### config.mk
export PLATFORM = sky130hd
export DESIGN_NAME = top_clk_gen
export DESIGN_NICKNAME = d
export VERILOG_FILES = /design/src/rtl/top_clk_gen.sv
export SDC_FILE = /design/constraint.sdc
export NUM_CORES = 1
export LEC_CHECK = 0
export BUFFER_PORTS_ARGS = -buffer_cell sky130_fd_sc_hd__buf_2
export CAP_MARGIN = 20
export CORE_ASPECT_RATIO = 0.9
export CORE_MARGIN = 3
export CORE_UTILIZATION = 60
export CTS_CLUSTER_DIAMETER = 150
export DETAILED_ROUTE_END_ITERATION = 8
export PLACE_DENSITY = 0.77
export SYNTH_ARGS = -nofsm -noshare
export SYNTH_HDL_FRONTEND = slang
export SYNTH_SLANG_ARGS = --single-unit
### constraint.sdc
create_clock -name clk_board -period 3.3 [get_ports clk_board]
set_input_delay 0.165 -clock clk_board [delete_from_list [all_inputs] [get_ports clk_board]]
set_output_delay 0.165 -clock clk_board [all_outputs]
set_load 0.005 [all_outputs]
### src/rtl/top_clk_gen.sv
// Fractional clock divider: produces clk_out_uart at an average of OUT_HZ from clk_board
// by toggling a registered output whenever a phase accumulator wraps past CLK_HZ.
module top_clk_gen #(
  parameter int unsigned CLK_HZ = 100_000_000,
  parameter int unsigned OUT_HZ = 1_843_200
) (
  input  logic clk_board,
  input  logic reset,
  input  logic enable,
  output logic clk_out_uart
);

  localparam longint unsigned STEP64  = 64'(OUT_HZ) * 64'd2;
  localparam longint unsigned LIMIT64 = 64'(CLK_HZ);
  localparam int unsigned     ACC_W   = int'($clog2(LIMIT64 + STEP64)) + 1;

  localparam logic [ACC_W-1:0] STEP  = ACC_W'(STEP64);
  localparam logic [ACC_W-1:0] LIMIT = ACC_W'(LIMIT64);

  if (OUT_HZ == 0 || STEP64 > LIMIT64) begin : g_param_check
    $error("top_clk_gen: need OUT_HZ >= 1 and 2*OUT_HZ <= CLK_HZ");
  end

  logic [ACC_W-1:0] acc_q, acc_d;
  logic [ACC_W-1:0] sum;
  logic             clk_q, clk_d;

  // acc stays below CLK_HZ, so acc + 2*OUT_HZ always fits in ACC_W bits
  always_comb begin
    sum   = acc_q + STEP;
    acc_d = sum;
    clk_d = clk_q;
    if (!enable) begin
      acc_d = '0;
      clk_d = 1'b0;
    end else if (sum >= LIMIT) begin
      acc_d = sum - LIMIT;
      clk_d = ~clk_q;
    end
  end

  always_ff @(posedge clk_board or negedge reset) begin
    if (!reset) begin
      acc_q <= '0;
      clk_q <= 1'b0;
    end else begin
      acc_q <= acc_d;
      clk_q <= clk_d;
    end
  end

  assign clk_out_uart = clk_q;

endmodule

### Yosys cells after proc, flatten, opt, wreduce, memory -nomap -nowiden

Cells that the tools add are included.

* bits in registers: 29
* input bits: 3
* output and inout bits: 1
* word-level logic and storage cells: 11

* add/sub/neg operators: 2
* magnitude comparators: 1
* eq/ne operators: 1
* multiplexer cells: 4
* bitwise gates (word level): 1

Operator list (count)
* 2-to-1 mux 28 bit: 2
* adder 28 x 22 -> 28 bit, second input constant: 1
* greater-or-equal comparator 28 x 27 -> 1 bit, second input constant: 1
* subtractor 28 x 27 -> 28 bit, second input constant: 1
* 2-to-1 mux 1 bit: 2
* inequality test 2 x 1 -> 1 bit, second input constant: 1
* NOT 1 bit: 1

### Logic depth before layout (Yosys ltp)

* depth in word-level cells: 4
* gate-level depth with buffers: 10
* gate-level depth less buffers: 9

### Worst setup path before layout

Ideal clock, no wire load.

* path type: reg-to-reg
* start: reg acc_q[8]
* end: reg acc_q[13]
* setup time: 0.119 ns
* data arrival time: 2.277 ns
* required time: 3.181 ns
* path slack: 0.904 ns
* stages on the path, launching flop included: 11
* buffers on the path: 1
* clock period less this slack: 2.396 ns
* path through: dfrtp_1 > inv_1 > ha_1 > or4b_2 > o2111ai_1 > a21oi_1 > o21bai_1 > o211a_1 > buf_6 > a211oi_1 > o21a_1

* longest elaborated chain between the ends: 4
* elaborated cells on any way between the ends: 5
* classes of those cells: add/sub (2); order compare (1); mux (2)

Ends and longest elaborated chain
* start: declaration: line 24 `logic [ACC_W-1:0] acc_q, acc_d;`
* start signal: assignment: line 44 `acc_q <= '0;`
* start signal: assignment: line 47 `acc_q <= acc_d;`
* adder 28 x 22 -> 28 bit *: line 30 `sum = acc_q + STEP;`
* subtractor 28 x 27 -> 28 bit / greater-or-equal comparator 28 x 27 -> 1 bit (equally long branches): line 37, 36
* 2-to-1 mux 28 bit *: line 36 `end else if (sum >= LIMIT) begin`
* 2-to-1 mux 28 bit *: line 33 `if (!enable) begin`

Every way passes the cells marked *; elsewhere a longest branch is shown, timed or not.
A chain may end at the register's enable or synchronous reset.

### Final worst setup path

* start: reg acc_q[8]
* end: reg acc_q[14]

* longest elaborated chain between the ends: 4
* elaborated cells on any way between the ends: 5
* classes of those cells: add/sub (2); order compare (1); mux (2)

Ends and longest elaborated chain (line)
* adder 28 x 22 -> 28 bit *: 30
* subtractor 28 x 27 -> 28 bit / greater-or-equal comparator 28 x 27 -> 1 bit (equally long branches): 37, 36
* 2-to-1 mux 28 bit *: 36
* 2-to-1 mux 28 bit *: 33
* named net acc_d[14]: 24

Mark *: on every way through the listed nets, which the timed path passes. The rest lies on a longest branch.

==> impl_metrics.ini <==
[layout]
seq_area_sq_um = 526
drive_gt1_share_pct = 8.74
final_common_cell = dfrtp_1
nFillCells = 195
layout_common_cells = 21 x dfrtp_1, 16 x nand2_1, 15 x a21oi_1
area_growth_pct = 2.87
multi_input_area_sq_um = 977
antenna_cells = 0
fin_nets = 191
postLayoutCoreUtil_pct = 69.5

[timing]
clock-skew-final_ps = 14.8
hold_viol_final = 0
worst_pin_slew_ps = 639
slew_violations = 0
period_share_pct = 86.1
fin_setup_tns_ps = 0
fmax_mhz = 352
rsz0062_at_grt = no
worst_slack_ps = 459
whs_ps = 128
relSlewSlack_pct = 56.7
setup_viol = 0
period_needed_ps = 2840

[die]
die_area_sq_um = 3270
initial_utilization_pct = 67.6
die_y_um = 54.5
core_sq_um = 2320
fp-row-count = 16
fp.dieW_um = 59.9
ios = 4

[critical_path]
start_kind = flip-flop
critPathMaxStageDelay_ps = 640
crit_chain = inv_1 > ha_1 > or4b_2 > o2111ai_1 > a21oi_1 > o21bai_1 > o211a_1 > nor3_1 > nor3_1
cp.depth = 9
cpMostUsedCell = nor3_1
arrival_ps = 3080
crit_path_max_fanout = 12
required_ps = 3540
ff2ff_path_depth = 9
crit_type = flip-flop to flip-flop
path_buf_inv = 1
cpLargestDelayFamily = compound AO/OA/AOI/OAI gates
cp_slowest_cell = or4b_2
end_kind = flip-flop

[synth]
synth_edf_count = 0
yosys_register_bits = 21
netlist_area_sq_um = 1570
netlist_instances = 182
synthFlopType = dfrtp_1
syn-num-nets = 189
yosys.area.top_type_share_pct = 33.5
async_flop_share_pct = 100
yosysUniqueCellTypes = 53
ys_warn_count = 0
ys_top_cells_by_area = dfrtp_1 33%, a21oi_1 4.8%, xnor2_1 4.5%
synth_area_leader_cell = dfrtp_1
yosysSeqAreaShare_pct = 33.5
synth.avg_cell_area_sq_um = 8.62

[grt]
grt_overflow = 0
antenna_found_initial = 0
grt_pass1_wl_um = 5660
grt_max_degree = 22
grt_use_total_pct = 23.7
grt_pass1_vias = 1217

[detailed_routing]
vias = 1357
wl_per_cell_um = 16.2
vias_per_cell = 6.46
route.detailed.drc = 0
drt-pass1-iter-count = 4
ant_nets = 0
first_iter_violations = 66
wl_um = 3400

[power_and_ir_drop]
p_leak_nw = 0.638
switching_power_w = 0.000172
power_frac_seq_pct = 55.6
pwr-share-comb_pct = 19.4
sw_frac_of_total_pct = 32.3
peakVddDrop_mv = 0.266
total_power_w = 0.000532
power_density_nw_per_um2 = 330
intPower_w = 0.000361
p_clk_share_pct = 25.0

[clocking]
clk_pin_slew_ps = 130
cts_root_buf = clkbuf_4
cts_buffers = 3
cts_resized = 0
clk_latency_ps = 320
cts_tree = done
cts.sinks = 21
cts_setup_buffers = 0
htree_levels = 1
clock_path_buffers = 2

[placed_design]
routabilityCongestion = 0.959
port_buffers = 3
place_ws_ps = 487
hpwl_um = 2540

[worst_hold_path]
holdPathStages = 2
holdCritPathClass = input pin to flip-flop

[status]
status = finished clean

[run]
maxCapViolations = 0
## area by class of cell
class	count	share of cell area (%)
flip-flops and latches	21	32.6
multi-input cells	147	60.5
inverters	7	1.63
well taps	27	2.09
clock buffers	4	1.63
repair buffers	4	1.55
## kinds of logic (layout without fill, tap and decap cells)
family / after synthesis / in the layout / share of synthesized area (%)
AO/OA/AOI/OAI: 55 / 55 / 24.5
XOR/XNOR: 14 / 14 / 7.82
adder cells (fa/ha/maj): 4 / 4 / 3.19
buffers and inverters: 14 / 15 / 4.23
flip-flops: 21 / 21 / 33.5
multiplexers: 4 / 4 / 2.63
AND/OR/NAND/NOR: 70 / 70 / 24.2
## state kept, by name, indices dropped and copies added (netlist names)
signal and count:
acc_q 20, clk_out_uart 1
## power groups by stage
stage | Clock [W] | Sequential, W | Combinational (W)
after detailed placement | 0 | 0.000301 | 0.000102
after CTS | 0.000137 | 0.000296 | 0.000103
after global placement | 0 | 0.000300 | 0.0000978
after floorplan | 0 | 0.000287 | 0.0000895
final | 0.000133 | 0.000296 | 0.000104
after global routing | 0.000143 | 0.000299 | 0.000117
## synthesized netlist by cell type (all sizes together), types with 3 or more instances
cell and instances:
xnor2 8, o21a 3, a21o 3, nand3 9, dfrtp 21, nand4 4
nor3 6, nor2b 3, or3 8, nor2 10, inv 6, o21ai 12
or2 4, clkbuf 3, nand2b 3, nand2 16, a21oi 15, xor2 6
buf 4, ha 4, mux2i 3
## repair_timing
item / in CTS / in global routing
hold buffers: 1 / 0
setup endpoints to repair: 0 / 0
endpoints found under the hold margin: 21 / 0
## routing by layer
metal	up-vias	GRT usage, %	wire length (um)
met5	-	0	0
li1	665	-	-
met4	0	8.86	51
met2	26	35.4	1460
met1	658	33.7	1730
met3	8	4.95	159
## path summary, 6_finish.rpt
check	startpoint	to	slack (ps)
worst max register to register	acc_q[8]$_DFFE_PN0P_	acc_q[14]$_DFF_PN0_	460
worst max-delay path	acc_q[8]$_DFFE_PN0P_	acc_q[14]$_DFF_PN0_	460
max in group asynchronous	reset	acc_q[8]$_DFFE_PN0P_	2640
worst min-delay path	enable	acc_q[13]$_DFFE_PN0P_	130
worst min register to register	clk_out_uart$_DFFE_PN0P_	clk_out_uart$_DFFE_PN0P_	570
min in group asynchronous	reset	acc_q[13]$_DFFE_PN0P_	320
## stage by stage
step	area (sq um)	instances
6_report	1610	210
3_5_place_dp	1580	205
5_1_grt	1610	210
2_1_floorplan	1570	182
4_1_cts	1610	210
3_3_place_gp	1580	205
(Power assumes the default switching activity.)
